[src/rtl/pipe_skid_reg.sv]
// -----------------------------------------------------------------------------
// pipe_skid_reg
//
// Two-entry skid register for a valid/ready pipeline stage (e.g. the fetch
// stage, where the payload is {PC, instruction}). The main entry always drives
// out_data; the skid entry catches the one extra payload that can arrive while
// the downstream stalls. in_ready is decoded from registered state plus the
// stage-wide freeze/flush controls only, so there is no combinational path
// from out_ready to in_ready.
//
// Parameters
//   DATA_W     payload width
//   CNT_W      width of the saturating stall counter
//   FLUSH_VAL  payload loaded into both entries on flush and reset
//
// Ports
//   clk        clock, rising edge
//   reset      asynchronous, active-high reset
//   flush      synchronous kill of all held entries (has priority over freeze)
//   freeze     synchronous hold; blocks both transfers
//   in_valid   upstream presents in_data
//   in_ready   block can accept in_data this cycle
//   in_data    upstream payload
//   out_valid  out_data is valid for downstream
//   out_ready  downstream accepts out_data this cycle
//   out_data   payload held in the main entry
//   stall_cnt  saturating count of back-pressured cycles
// -----------------------------------------------------------------------------
module pipe_skid_reg #(
    parameter int                DATA_W    = 64,
    parameter int                CNT_W     = 16,
    parameter logic [DATA_W-1:0] FLUSH_VAL = '0
) (
    input  logic              clk,
    input  logic              reset,
    input  logic              flush,
    input  logic              freeze,
    input  logic              in_valid,
    output logic              in_ready,
    input  logic [DATA_W-1:0] in_data,
    output logic              out_valid,
    input  logic              out_ready,
    output logic [DATA_W-1:0] out_data,
    output logic [CNT_W-1:0]  stall_cnt
);

    typedef enum logic [1:0] {
        EMPTY = 2'd0,
        ONE   = 2'd1,
        FULL  = 2'd2
    } state_t;

    state_t            state;
    logic [DATA_W-1:0] main_data;
    logic [DATA_W-1:0] skid_data;
    logic [CNT_W-1:0]  stall_q;

    logic in_fire;
    logic out_fire;
    logic stalled;

    // Saturating increment: holds at all-ones instead of wrapping.
    function automatic logic [CNT_W-1:0] sat_inc(input logic [CNT_W-1:0] v);
        logic [CNT_W-1:0] one;
        one = {{(CNT_W-1){1'b0}}, 1'b1};
        if (&v)
            return v;
        else
            return v + one;
    endfunction

    // reset is gated in so that in_ready reads 0 for the whole time reset is
    // held; state is already EMPTY then, which alone would advertise ready.
    assign in_ready  = ~reset & (state != FULL) & ~freeze & ~flush;
    assign out_valid = (state != EMPTY) & ~freeze;
    assign out_data  = main_data;
    assign stall_cnt = stall_q;

    assign in_fire  = in_valid & in_ready;
    assign out_fire = out_valid & out_ready;
    assign stalled  = out_valid & ~out_ready;

    // Entry/state machine. Flush wins over freeze and over any incoming
    // payload; freeze already zeroes both fires, the explicit hold branch
    // just makes that intent visible.
    always_ff @(posedge clk or posedge reset) begin
        if (reset) begin
            state     <= EMPTY;
            main_data <= FLUSH_VAL;
            skid_data <= FLUSH_VAL;
        end else if (flush) begin
            state     <= EMPTY;
            main_data <= FLUSH_VAL;
            skid_data <= FLUSH_VAL;
        end else if (freeze) begin
            state     <= state;
        end else begin
            case (state)
                EMPTY: begin
                    if (in_fire) begin
                        main_data <= in_data;
                        state     <= ONE;
                    end
                end
                ONE: begin
                    if (in_fire && out_fire) begin
                        // Pass-through: the old main leaves, the new payload
                        // takes its place, skid stays untouched.
                        main_data <= in_data;
                    end else if (in_fire) begin
                        skid_data <= in_data;
                        state     <= FULL;
                    end else if (out_fire) begin
                        state     <= EMPTY;
                    end
                end
                FULL: begin
                    // in_ready is low in FULL, so only the drain can happen.
                    if (out_fire) begin
                        main_data <= skid_data;
                        state     <= ONE;
                    end
                end
                default: begin
                    state <= EMPTY;
                end
            endcase
        end
    end

    // Back-pressure counter: independent of flush/freeze except through
    // out_valid itself.
    always_ff @(posedge clk or posedge reset) begin
        if (reset)
            stall_q <= '0;
        else if (stalled)
            stall_q <= sat_inc(stall_q);
    end

endmodule

[config.mk]
export PLATFORM = sky130hd
export DESIGN_NAME = pipe_skid_reg
export DESIGN_NICKNAME = d
export VERILOG_FILES = /design/src/rtl/pipe_skid_reg.sv
export SDC_FILE = /design/constraint.sdc
export NUM_CORES = 1
export LEC_CHECK = 0
export CAP_MARGIN = 10
export CORE_MARGIN = 2
export CORE_UTILIZATION = 46
export CTS_CLUSTER_DIAMETER = 150
export DETAILED_ROUTE_END_ITERATION = 16
export PLACE_DENSITY_LB_ADDON = 0.08
export SYNTH_ARGS = -nofsm -noshare
export SYNTH_HDL_FRONTEND = slang
export SYNTH_SLANG_ARGS = --single-unit
[constraint.sdc]
create_clock -name clk -period 5.2 [get_ports clk]
set_input_delay 1.3 -clock clk [delete_from_list [all_inputs] [get_ports clk]]
set_output_delay 1.3 -clock clk [all_outputs]
set_load 0.01 [all_outputs]
==> summary by stage, run 1 <==
Drt
In the final routed layout, each cell accounts on average for 17.8 um. The overall routed net length is 16400 um. Dividing the detail-routed via count by the number of cells gives 5.48. The final route contains 5066 vias. After detailed routing, the number of remaining DRC violations is 0.

The initial detailed-routing violation count is 318. The first-pass iteration count of the detailed router is 4. The remaining number of nets flagged by the antenna check after routing is 0.

CTS
CTS built an H-tree with a depth of 4. TritonCTS created 17 clock buffers. CTS saw 146 sinks. The post-CTS setup buffer count is 0. The CTS tree is done. The count of cells resized by post-cts repair is 0. The clock passes through at most 2 buffers. The post-cts hold buffer count is 0. The cell chosen for the clock root is clkbuf_16. The insertion delay to the later sink of the worst-skew pair is 420 ps.

The post-CTS clock slew at the launch and capture registers of the worst setup and hold paths is 60 ps.

STA
The slew at the pin with the worst max-slew slack is 1010 ps. The sum of negative setup slack is 0 ps. The timing-limited maximum frequency is 0.244 GHz. Of the available clock period, the critical path in the final layout requires 78.9%. The total count of max-transition violations in the final report is 0. The final number of hold-violating endpoints is 0. The clock skew after layout is 6.65 ps.

Hold is met by 492 ps. Setup violations remaining at the end of the flow were counted as 0. Setup slack closes at 1100 ps. The final period demand of the worst path is 4100 ps. Setup repair after global routing left no endpoint under its margin.

The remaining max-slew budget at the tightest pin is 32.8%.

Cells and area
Once layout is complete, the cells apart from fillers number 925. The layout overhead on the synthesized area is 32.3%. The ratio of cells with drive above 1 in the final layout is 14.9%. The area occupied by registers is 0.00365 sq mm. Fill cells in the final layout number 1162. The final layout net count is 804. The multi-input logic area is 0.00303 sq mm. The final cell utilization of the core is 62.7%.

Power and ir drop
The sequential power share is 43.3%. The cell-internal power is 2.16 mW. The standby leakage power is 4.35 nW.

The maximum resistive drop on vdd is 0.000206 V. Per report_power, the clock group accounts for 44.0% of the total. The reported net switching power is 642 uW. The combinational fraction of design power is 12.6%.

The power density of the placed cells is 306 mW/mm^2. In this run switching power makes up 22.9% of total power.

Floorplanning
The number of placed I/O pins is 152. Once the floorplan was initialized, standard cells occupied 47.4% of the core. The overall die height is 127 um. The area enclosed by the die boundary is 0.0160 sq mm. The placeable core region is 0.0146 sq mm.

The die is 127 um wide. The row count is 44.

Global route
The first global-routing pass estimated 26800 um of wire. The number of antenna violations at the first check in global routing is 1. In the global route stage, overall resource usage came out at 21.0%.

The number of global-route vias before repair is 5222. The maximum number of pins on one net before global-route repair is 71. Global routing finished with a remaining overflow of 0.

Synthesis
The number of instances in the synthesized netlist is 597. The count of warnings emitted by yosys is 0. In this run, synthesis produced a sequential element count of 146. The share of the synthesized area in the top cell type is 52.9%.

The cell area after technology mapping is 0.00691 sq mm. Summed over all instances, the cell type with the most area after synthesis is dfrtp_1. The async set or reset register ratio after synthesis is 100%.

Sorting the synthesized cells by area gives the leading types as dfrtp_1 53%, mux2_2 11%, mux2i_1 9.3%. The net count after synthesis is 672. In the synthesized netlist the dominant register cell turns out to be dfrtp_1.

The share of the yosys chip area belonging to registers is 52.9%. The synthesized design contains 0 enable-type register cells. Each instance of the synthesized netlist takes up on average 11.6 sq um.

The number of unique standard cell types used by synthesis is 36.

Setup path
For the worst setup path, the data required time is 3900 ps. Among the stages of the critical path, the cell type that occurs most often is clkdlybuf4s50_1. The endpoint type of the worst setup path is a primary output. Along the worst path, the maximum fanout reaches 6. On the critical path, the stage with the largest delay is an instance of clkdlybuf4s50_1.

The maximum single-stage delay on the critical path is 590 ps. The family with the most delay on the worst path is buffers and inverters. The kind of start point of the critical path is an input port. At the worst endpoint, the arrival time is 2800 ps. The number of buffer and inverter stages on the critical path is 2. Walking the worst path, the cells encountered are clkdlybuf4s50_1 > nor4_1 > clkdlybuf4s50_1. The worst setup path is of the input port to primary output kind.

Run
The reported max-cap violation count is 0.

Place
The quantity of I/O buffers inserted on ports is 151. Counting tap cells, the placed design contains a total of 894 instances. The worst setup timing slack at the placement stage is 1090 ps. The detailed placement HPWL is 9860 um.

At the end of routability-driven placement, the weighted congestion stood at 0.776.

Min path
The worst hold path belongs to the class register to register.

Run status
The run finished with clean final reports.
-- power by group through the flow --
| stage | combinational [mW] | clock, mW | sequential [mW] |
|---|---|---|---|
| after floorplan | 0.165 | 0 | 1.24 |
| after global placement | 0.350 | 0 | 1.23 |
| after detailed placement | 0.356 | 0 | 1.23 |
| after CTS | 0.358 | 1.26 | 1.21 |
| after global routing | 0.383 | 1.31 | 1.22 |
| final | 0.354 | 1.23 | 1.21 |
-- path summary, 6_finish.rpt --
path / start / end / slack [ps] / cells past startpoint
min: skid_data[55]$_DFFE_PP0P_ / skid_data[55]$_DFFE_PP0P_ / 490 / 1
max reg2reg: state[0]$_DFFE_PP0P_ / skid_data[14]$_DFFE_PP0P_ / 2210 / 7
max in group asynchronous: reset / out_data[34]$_DFFE_PP0P_ / 2840 / 3
min reg2reg: skid_data[55]$_DFFE_PP0P_ / skid_data[55]$_DFFE_PP0P_ / 490 / 1
min in group asynchronous: reset / state[0]$_DFFE_PP0P_ / 1570 / 2
max: flush / in_ready / 1100 / 3
-- layer usage --
| layer | vias to the layer above | track usage (%) | part of all wire [%] |
|---|---|---|---|
| met1 | 2524 | 28.0 | 46 |
| met3 | 25 | 5.74 | 5.5 |
| met4 | 0 | 8.21 | 1.9 |
| met5 | - | 0 | 0 |
| li1 | 2375 | - | - |
| met2 | 142 | 32.7 | 46 |
-- metrics by stage --
step                      instance area (sq um)  total power, mW
after floorplan                            6920             1.41
after CTS                                  9140             2.83
after detailed placement                   8540             1.59
after global routing                       9150             2.91
after global placement                     8540             1.58
final                                      9150             2.80
-- cells in the mapped netlist, types with 2 or more instances --
cell and instances:
a211oi_1 3, and3_1 3, nand2_1 135, dfrtp_1 146, nor3_2 2, nor4_1 3
mux2_2 65, nor2_1 4, a21oi_1 5, nand3_1 6, buf_2 14, and4_1 3
mux2i_1 64, xnor2_1 7, buf_6 8, buf_1 3, nor2b_1 2, nand4_1 7
ha_1 5, inv_1 5, nor3_1 3, clkbuf_1 20, xor2_1 8, a22o_1 64
-- worst register-to-register path, cell delays in order (launching register included) --
cell	delay, ps
dfrtp_1	370
inv_1	110
ha_4	470
nor4b_1	710
nand3_1	230
nor2_4	110
buf_4	620
a22o_1	310
-- layout make-up --
class	instances	area share [%]
Inverter	5	0.260
Tap cell	184	2.52
Timing Repair Buffer	158	17.5
Sequential cell	146	40.0
Clock buffer	26	5.79
Antenna cell	1	0.0274
Multi-Input combinational cell	401	33.2
Clock inverter	4	0.766
-- sequential cells by signal, indices dropped and copies added, names as in the netlist --
register   count
state          2
skid_data     64
stall_cnt     16
out_data      64
-- logic make-up (layout without fill, tap and decap cells) --
group,count (synthesis),in the layout,synth area share [%]
and+or+nand+nor,175,175,11.1
AOI/OAI and AO/OA,77,77,9.57
adders and majority gates,5,5,0.905
buffers and inverters,50,193,3.84
muxes,129,129,19.9
other,0,1,0
DFF,146,146,52.9
xor gates and xnor gates,15,15,1.90
-- cell usage in the layout, fill, tap and decap left out, types with 8 or more instances in the layout --
master | Yosys | layout
clkbuf_16 | 0 | 17
mux2i_1 | 64 | 64
nand2_1 | 135 | 135
dfrtp_1 | 146 | 146
a22o_1 | 64 | 64
clkdlybuf4s50_1 | 0 | 151
mux2_2 | 65 | 65
xor2_1 | 8 | 8
(Power assumes the default switching activity.)
==> run 2: changes to the inputs <==
- CORE_UTILIZATION: 46 -> 51
- clock period: 5.2 -> 4.1 ns (I/O delays scaled with it)
==> summary by stage, run 2 (same netlist as run 1, synthesis figures left out) <==
Run status
The run finished with clean final reports.

Place
The worst setup timing slack at the placement stage is 671 ps (-423 ps). The area after detailed placement is 0.00858 sq mm (+0.38%). The number of cells in the design after placement came to 890 (-0.45%).

The quantity of I/O buffers inserted on ports is 151 (unchanged). The final estimated routing congestion in global placement came to 0.802 (+3.3%). The detailed placement HPWL is 10200 um (+3.3%).

Cells and area
The count of placed standard cells in the final layout, fillers left out is 922 (-0.32%). The final design area excluding fillers came to 0.00913 sq mm (-0.16%). The number of fill cells in the layout came to 1014 (-13%). The antenna cell count is 0 (-1). The layout overhead on the synthesized area is 32.1%.

The most common cell after layout, fill and taps aside is clkdlybuf4s50_1. The ratio of cells with drive above 1 in the final layout is 14.9% (about the same). The final layout net count is 808 (+0.50%).

Leaving out fill and tap cells, the most frequent cells in the layout are 151 x clkdlybuf4s50_1, 146 x dfrtp_1, 135 x nand2_1.

Global route
The number of antenna violations at the first check in global routing is 0 (-1). The total overflow reported by the global router came to 0 (unchanged). The first-pass GRT wire length is 27200 um (+1.6%). The number of global-route vias before repair came to 5402 (+3.4%). The maximum number of pins on one net before global-route repair is 76 (+7.0%). The global-route usage over all layers is 23.8% (+2.8 points).

Min path
The worst hold path class is register to register. The number of cells on the worst hold path is 1 (unchanged). The hold path startpoint is skid_data[51]$_DFFE_PP0P_. For hold timing, the worst endpoint is skid_data[51]$_DFFE_PP0P_.

CTS
The post-CTS setup buffer count is 0 (unchanged). The tree is rooted in a clkbuf_16. The number of H-tree levels came to 4 (unchanged). The post-cts hold buffer count came to 0 (unchanged).

The number of buffers between clock root and the deepest sink is 2 (unchanged). TritonCTS built the clock tree. The post-CTS clock slew at the launch and capture registers of the worst setup and hold paths is 60 ps (about the same). The count of cells resized by post-cts repair is 0 (unchanged). The number of buffers created by CTS is 17 (unchanged). The insertion delay to the later sink of the worst-skew pair is 420 ps (about the same). The number of sinks on the clock net came to 146 (unchanged).

Drt
The initial detailed-routing violation count is 397 (+25%). The via count came to 5076 (+0.20%). The average wire length per cell after detail routing was 18.0 um (+1.2%).

The remaining number of nets flagged by the antenna check after routing came to 0 (unchanged). The first-pass iteration count of the detailed router came to 4 (unchanged). The overall routed net length is 16600 um (+0.83%).

The via density per instance is 5.51 (+0.52%). The final routed DRC violation total is 0 (unchanged).

Setup path
The arrival time of the worst setup path was 2410 ps (-390 ps). The maximum net fanout on the critical path is 9 (+3). The slack of the worst reg-to-reg path is 1220 ps (-990 ps).

The endpoint type of the worst setup path is a primary output. The worst reg-to-reg path cell count is 7 (unchanged). STA classifies the critical path startpoint as an input port. In this run the critical register-to-register path is launched from state[0]$_DFFE_PP0P_. The critical path required time is 3070 ps (-830 ps). The category of the critical setup timing path is input port to primary output. The worst register-to-register path ends at out_data[22]$_DFFE_PP0P_.

Run
The reported max-cap violation count was 0 (unchanged).

STA
The total count of max-transition violations in the final report is 0 (unchanged). Setup repair after global routing left no endpoint under its margin. The final period demand of the worst path is 3440 ps. The clock skew after layout came to 6.16 ps (-0.485 ps).

The worst setup slack after layout came to 660 ps (-437 ps). The remaining max-slew budget at the tightest pin is 37.3% (+4.4 points). The slew at the pin with the worst max-slew slack is 941 ps (-66.5 ps). The final critical-path share of the clock period is 83.9%.

The count of endpoints failing setup in the final report is 0 (unchanged). The timing-limited maximum frequency is 0.291 GHz. The sum of negative setup slack was 0 ps (unchanged). The final number of hold-violating endpoints is 0 (unchanged).

Floorplanning
The initial core utilization was 52.2% (+4.8 points). The row count is 42 (-4.5%). The placeable core region is 0.0132 sq mm (-9.2%). The number of placed I/O pins is 152 (unchanged). The die width is 120 um (-4.9%).

The area enclosed by the die boundary is 0.0145 sq mm (-9.5%). The overall die height was 120 um (-4.9%).

Power and ir drop
The power density of the placed cells is 378 mW/mm^2 (+24%). The total design power is 3.45 mW (+23%). The maximum resistive drop on vdd is 0.000269 V (+31%). The standby leakage power was 4.34 nW (-0.21%).
-- run 2: cell count changes in the layout (fill, tap and decap cells not counted) --
| cell | delta |
|---|---|
| bufinv_16 | -1 |
| clkbuf_8 | -3 |
| buf_12 | +1 |
| buf_4 | +3 |
| diode_2 | -1 |
| clkinvlp_4 | +1 |
| clkbuf_1 | +5 |
-- run 2: stage by stage --
step	hold WS (ps)	util, %
detailed placement	479	64.8
floorplan	460	-
global route	507	68.9
finish	490	68.9
CTS	495	68.9
global placement	476	64.8
-- run 2: worst max path at each step --
| stage | from | endpoint | slack, ps | depth (start not counted) |
|---|---|---|---|---|
| global route | freeze | in_ready | 560 | 3 |
| CTS | freeze | in_ready | 640 | 3 |
| detailed placement | freeze | in_ready | 670 | 3 |
| global placement | freeze | in_ready | 680 | 3 |
| floorplan | reset | out_data[0]$_DFFE_PP0P_ | 1240 | 1 |
| finish | freeze | in_ready | 660 | 3 |
-- run 2: layout make-up --
| type | instances | area, sq um | area share (%) |
|---|---|---|---|
| Inverter | 5 | 23.8 | 0.260 |
| Clock buffer | 28 | 507 | 5.55 |
| Clock inverter | 4 | 47.5 | 0.521 |
| Tap cell | 176 | 220 | 2.41 |
| Sequential cell | 146 | 3650 | 40.0 |
| Timing Repair Buffer | 162 | 1640 | 18.0 |
| Multi-Input combinational cell | 401 | 3030 | 33.2 |
-- run 2: worst max-delay path, stage by stage --
cell and delay (ps):
clkdlybuf4s50_1 530, nor4_1 270, clkdlybuf4s50_1 580
-- run 2: routing by layer --
layer | routed length [um] | global-route usage [%] | vias to the layer above
met1 | 7240 | 30.4 | 2548
met2 | 8160 | 39.6 | 133
li1 | - | - | 2374
met4 | 227 | 7.27 | 0
met5 | 0 | 0 | -
met3 | 940 | 6.56 | 21
-- run 2: power breakdown --
part / internal [mW] / switching [mW] / leakage (nW)
Sequential: 1.50 / 0.0417 / 2.02
Combinational: 0.241 / 0.210 / 2.06
Clock: 0.898 / 0.566 / 0.269
